`config.mk`:
```
export PLATFORM = sky130hd
export DESIGN_NAME = wb_master_if
export DESIGN_NICKNAME = d
export VERILOG_FILES = /design/src/rtl/wb_master_if.sv
export SDC_FILE = /design/constraint.sdc
export NUM_CORES = 1
export LEC_CHECK = 0
export CELL_PAD_IN_SITES_DETAIL_PLACEMENT = 1
export CELL_PAD_IN_SITES_GLOBAL_PLACEMENT = 1
export CORE_UTILIZATION = 31
export CTS_CLUSTER_DIAMETER = 100
export CTS_CLUSTER_SIZE = 14
export DETAILED_ROUTE_END_ITERATION = 10
export GPL_TIMING_DRIVEN = 0
export PLACE_DENSITY_LB_ADDON = 0.1
export SLEW_MARGIN = 40
export SYNTH_ARGS = -nofsm -noshare
export SYNTH_HDL_FRONTEND = slang
export SYNTH_SLANG_ARGS = --single-unit
```
`constraint.sdc`:
```
create_clock -name clk -period 2.55 [get_ports clk]
set_input_delay 0.51 -clock clk [delete_from_list [all_inputs] [get_ports clk]]
set_output_delay 0.51 -clock clk [all_outputs]
set_load 0.05 [all_outputs]
```
`src/rtl/wb_master_if.sv`:
```
// wb_master_if: bridges single CPU load/store requests onto a Wishbone master port.
//
// A request is latched in IDLE and issued as one Wishbone classic cycle. While
// it is outstanding, stallreq_o holds the pipeline. Read data is forwarded to
// the CPU in the ack cycle and also kept in a hold register. The hold register
// keeps the value visible while the pipeline is stalled (HOLD) and afterwards
// in IDLE. A flush during an outstanding cycle lets the bus cycle finish
// (DRAIN) but discards its result.
//
// Optional build macro WB_TIMEOUT_EN adds a 16-bit bus watchdog. When enabled,
// a cycle that waits TIMEOUT_CYCLES clocks without ack/err is terminated as if
// wb_err_i had been seen.
//
// Ports:
//   clk, rst        clock; asynchronous active-low reset
//   stall_i         pipeline stall vector (non-zero = downstream stalled)
//   flush_i         pipeline flush
//   req_i, cpu_*_i  CPU access request: write enable, address, data, byte select
//   cpu_data_o      read data returned to the CPU
//   stallreq_o      stall request to the pipeline
//   bus_err_o       one-cycle bus error pulse
//   wb_*_o, wb_*_i  Wishbone master signals
module wb_master_if #(
  parameter int DW             = 32,
  parameter int AW             = 32,
  parameter int STALL_W        = 6,
  parameter int TIMEOUT_CYCLES = 255
) (
  input  logic               clk,
  input  logic               rst,
  input  logic [STALL_W-1:0] stall_i,
  input  logic               flush_i,
  input  logic               req_i,
  input  logic               cpu_we_i,
  input  logic [AW-1:0]      cpu_addr_i,
  input  logic [DW-1:0]      cpu_data_i,
  input  logic [DW/8-1:0]    cpu_sel_i,
  output logic [DW-1:0]      cpu_data_o,
  output logic               stallreq_o,
  output logic               bus_err_o,
  output logic [AW-1:0]      wb_addr_o,
  output logic [DW-1:0]      wb_data_o,
  output logic               wb_we_o,
  output logic [DW/8-1:0]    wb_sel_o,
  output logic               wb_stb_o,
  output logic               wb_cyc_o,
  input  logic [DW-1:0]      wb_data_i,
  input  logic               wb_ack_i,
  input  logic               wb_err_i
);

  if (DW != 8 && DW != 16 && DW != 32 && DW != 64) begin : g_bad_dw
    $error("wb_master_if: DW must be 8, 16, 32 or 64");
  end
  if (TIMEOUT_CYCLES < 1 || TIMEOUT_CYCLES > 65535) begin : g_bad_timeout
    $error("wb_master_if: TIMEOUT_CYCLES must be 1..65535");
  end

  typedef enum logic [1:0] {IDLE, BUSY, HOLD, DRAIN} state_t;

  state_t            state_q, state_d;
  logic [AW-1:0]     addr_q;
  logic [DW-1:0]     wdata_q;
  logic              we_q;
  logic [DW/8-1:0]   sel_q;
  logic [DW-1:0]     hold_q, hold_d;
  logic              latch_en;
  logic              stall_req;
  logic              bus_err;
  logic [DW-1:0]     cpu_data;
  logic              on_bus;
  logic              timeout;
  logic              err_eff;
  logic              term;

  assign on_bus = (state_q == BUSY) || (state_q == DRAIN);

`ifdef WB_TIMEOUT_EN
  logic [15:0] wd_q;

  // Counts wait cycles of the current BUSY or DRAIN visit. Fires on the
  // TIMEOUT_CYCLES-th wait cycle, so cyc stays up exactly TIMEOUT_CYCLES clocks.
  always_ff @(posedge clk or negedge rst) begin
    if (!rst) begin
      wd_q <= '0;
    end else if ((state_d == BUSY || state_d == DRAIN) && state_d != state_q) begin
      wd_q <= '0;
    end else if (on_bus && !(wb_ack_i || wb_err_i)) begin
      wd_q <= wd_q + 16'd1;
    end
  end

  assign timeout = on_bus && (wd_q == 16'(TIMEOUT_CYCLES - 1));
`else
  assign timeout = 1'b0;
`endif

  assign err_eff = wb_err_i || timeout;
  assign term    = wb_ack_i || err_eff;

  always_comb begin
    state_d   = state_q;
    hold_d    = hold_q;
    latch_en  = 1'b0;
    stall_req = 1'b0;
    bus_err   = 1'b0;
    cpu_data  = hold_q;
    case (state_q)
      IDLE: begin
        stall_req = req_i;
        if (flush_i) begin
          hold_d = '0;
        end else if (req_i) begin
          latch_en = 1'b1;
          state_d  = BUSY;
        end
      end
      BUSY: begin
        if (term) begin
          bus_err = err_eff;
          if (flush_i) begin
            hold_d  = '0;
            state_d = IDLE;
          end else begin
            // Error wins over a simultaneous ack: the CPU sees zero.
            hold_d   = err_eff ? '0 : wb_data_i;
            cpu_data = hold_d;
            state_d  = (|stall_i) ? HOLD : IDLE;
          end
        end else begin
          stall_req = 1'b1;
          // cyc/stb must not drop mid-cycle, so wait out the slave in DRAIN.
          if (flush_i) begin
            hold_d  = '0;
            state_d = DRAIN;
          end
        end
      end
      HOLD: begin
        if (flush_i) begin
          hold_d  = '0;
          state_d = IDLE;
        end else if (stall_i == '0) begin
          state_d = IDLE;
        end
      end
      DRAIN: begin
        stall_req = req_i;
        if (term) begin
          bus_err = timeout;
          state_d = IDLE;
        end
      end
      default: state_d = IDLE;
    endcase
  end

  always_ff @(posedge clk or negedge rst) begin
    if (!rst) begin
      state_q <= IDLE;
      hold_q  <= '0;
      addr_q  <= '0;
      wdata_q <= '0;
      we_q    <= 1'b0;
      sel_q   <= '0;
    end else begin
      state_q <= state_d;
      hold_q  <= hold_d;
      if (latch_en) begin
        addr_q  <= cpu_addr_i;
        wdata_q <= cpu_data_i;
        we_q    <= cpu_we_i;
        sel_q   <= cpu_sel_i;
      end
    end
  end

  // stallreq_o follows req_i combinationally in IDLE, so gate it while in reset.
  assign stallreq_o = rst && stall_req;
  assign bus_err_o  = bus_err;
  assign cpu_data_o = cpu_data;
  assign wb_cyc_o   = on_bus;
  assign wb_stb_o   = on_bus;
  assign wb_addr_o  = addr_q;
  assign wb_data_o  = wdata_q;
  assign wb_sel_o   = sel_q;
  assign wb_we_o    = we_q && (state_q == BUSY);

endmodule

```
==> out/qor.yml <==
logic_synthesis:
  syn_area_per_cell_um2: 14.8
  synth_edf_count: 0
  ys_async_sr_fraction_pct: 100
  synth_seq_area_share_pct: 60.0
  netlist_area_mm2: 0.00429
  yosys_warnings: 0
  syn_inst: 291
  synth_cell_type_count: 27
  synth_top_flop_cell: "dfrtp_1"
  synth_fp_nets: 409
  ys_ff_latch: 103
global_routing:
  grt_max_degree: 66
  grt_use_total_pct: 18.3
  grt_pass1_wl_um: 20100
  grt_pass1_vias: 3715
  grt_remaining_overflow: 0
  antenna_found_initial: 0
sta:
  relSlewSlack_pct: 60.5
  period_needed_ns: 2.45
  rsz0062_at_grt: "false"
  worst_clock_skew_ns: 0.00561
  finalHoldViolCount: 0
  fmax_mhz: 409
  setup_slack_ns: 0.103
  holdWs_ns: 0.0868
  slew_viol_final: 0
  tightest_slew_ns: 0.592
  post-route-period-util_pct: 96.0
  final-setup-viol-count: 0
min_path:
  hold_class: "in2async"
worst_setup_path:
  critPathLaunchType: "flop"
  cp-end-kind: "output pin"
  critPathTopFamily: "buffers and inverters"
  cp_slowest_stage_delay_ns: 0.45
  required_ns: 2.04
  worst-path-buf-inv: 3
  crit_chain: "inv_2 -> ha_4 -> nor2b_2 -> o21ai_4 -> clkbuf_8 -> a22o_1 -> buf_4"
  path_class: "reg2out"
  crit_slowest_cell: "dfrtp_2"
  cp_max_fo: 10
  cp.arrival_ns: 1.94
layout:
  syn_to_final_growth_pct: 65.0
  final_net_count: 638
  diodes: 0
  final_util_pct: 53.1
  drive_gt1_share_pct: 28.6
  stdcell_area_mm2: 0.00708
  layoutNonFillerInstCount: 701
cts:
  root_buffer: "clkbuf_16"
  cts_htree_levels: 3
  holdBufCountCts: 0
  post_cts_buffers: 0
  clkSinkCount: 103
  clockBufferDepth: 2
  cts_tree: "done"
  clk_pin_slew_worst_paths_ns: 0.07
  cts_buffers: 9
  clock_latency_ns: 0.35
floorplanning:
  rows: 42
  die_h_um: 120
  coreArea_mm2: 0.0133
  start_util_pct: 32.2
  die_width_um: 120
  dieArea_mm2: 0.0143
  num_io_pins: 218
status:
  outcome: "completed"
power_and_ir_drop:
  power_frac_seq_pct: 27.5
  p_int_w: 0.00520
  power_leakage_nw: 3.12
  comb_power_share_pct: 56.1
  swShare_pct: 45.2
  power_frac_clock_pct: 16.4
  p_sw_w: 0.00430
  worst_ir_drop_vdd_v: 0.00103
  powerDensity_mw_per_mm2: 1340
route:
  viasPerCell: 4.85
  drt-pass1-iter-count: 4
  drtIter0Drc: 90
  drcViolationCount: 0
  route.antenna.remaining_nets: 0
  wl_per_cell_um: 17.9
  vias: 3400
  finalWirelength_um: 12500
placed_design:
  dp.cells: 685
  pre_cts_ws_ns: -1.17
  place_hpwl_um: 9160
  dpl_cell_area_mm2: 0.00671
  gp_congestion: 0.726
  port_buffers: 217
job:
  drv_cap: 0
-- layer usage --
layer,track usage (%),routed length (um),vias to the layer above
met4,6.33,209,0
li1,-,-,1541
met5,0,0,-
met3,8.41,1310,12
met2,29.2,6070,137
met1,21.6,4960,1710
-- layout by cell type, fill, tap and decap left out, drive strengths merged, types with 2 or more instances in the layout --
cell,count
nor3,2
ha,5
dfrtp,103
mux2,70
bufinv,3
clkbuf,17
a22o,64
clkdlybuf4s50,176
dlymetal6s2s,2
and2,2
or4,2
nand2b,2
inv,4
dlygate4sd2,5
nor2,3
o21ai,5
clkdlybuf4s15,3
buf,45
clkinv,3
-- kinds of logic (layout without fill, tap and decap cells) --
| logic type | Yosys count | after routing | synth area share [%] |
|---|---|---|---|
| adders and majority gates | 5 | 5 | 1.46 |
| and+or+nand+nor | 16 | 16 | 2.80 |
| buffers and inverters | 24 | 258 | 2.71 |
| DFF | 103 | 103 | 60.0 |
| AOI/OAI and AO/OA | 72 | 72 | 14.3 |
| muxes | 71 | 71 | 18.7 |
-- flip-flops by register name, summed over array words and instances, names as in the netlist --
register,flops
hold_q,32
wb_addr_o,32
wb_data_o,32
wb_sel_o,4
state_q,2
we_q,1
-- metrics by stage --
step	TNS (ns)	power, W
3_3_place_gp	-362.00	0.00789
5_1_grt	0	0.00992
4_1_cts	0	0.00961
2_1_floorplan	0	0.00606
6_report	0	0.00950
3_5_place_dp	-32.76	0.00798
-- cells in the mapped netlist, types with 2 or more instances --
master    number  share of area (%)
dfrtp_1      103                 60
inv_1          4               0.35
or4_4          2               0.52
nand2b_1       2               0.29
mux2_2        69                 18
o21ai_0        4               0.47
clkbuf_1       9               0.79
buf_2          6               0.70
nor2_1         2               0.17
a22o_1        64                 13
buf_4          5               0.87
ha_1           5                1.5
and2_1         2               0.29
-- timing repair --
action                                  CTS  global route
endpoints found under the setup margin   37            33
gates cloned                              0             0
pin swaps                                 0             1
endpoints found under the hold margin     0             0
gates resized for setup                 219             9
-- cell type report --
class	instances	area, um2
plain buffers	20	164
clock buffers	10	229
clock inverters	6	109
fillers	1343	6260
inverters	4	15.0
multi-input cells	164	1640
flip-flops and latches	103	2580
well taps	176	220
repair buffers	218	2130
-- power groups by stage --
stage                     Combinational, W  Sequential (W)  Clock (W)
after floorplan                    0.00152         0.00454          0
after global placement             0.00530         0.00259          0
after detailed placement           0.00535         0.00263          0
after CTS                          0.00537         0.00262    0.00162
after global routing               0.00556         0.00270    0.00166
final                              0.00533         0.00261    0.00156
-- worst paths after layout --
check	from	to	slack (ns)	depth (start not counted)
worst max-delay path	state_q[1]	cpu_data_o[27]	0.10	7
worst min-delay path	rst	hold_q[23]	0.09	1
worst max register to register	state_q[0]	wb_data_o[25]	0.44	6
worst min register to register	we_q	we_q	0.50	1
max in group asynchronous	rst	wb_data_o[19]	1.85	2
min in group clk	we_q	we_q	0.50	1
Power figures use the tool's default switching activity.
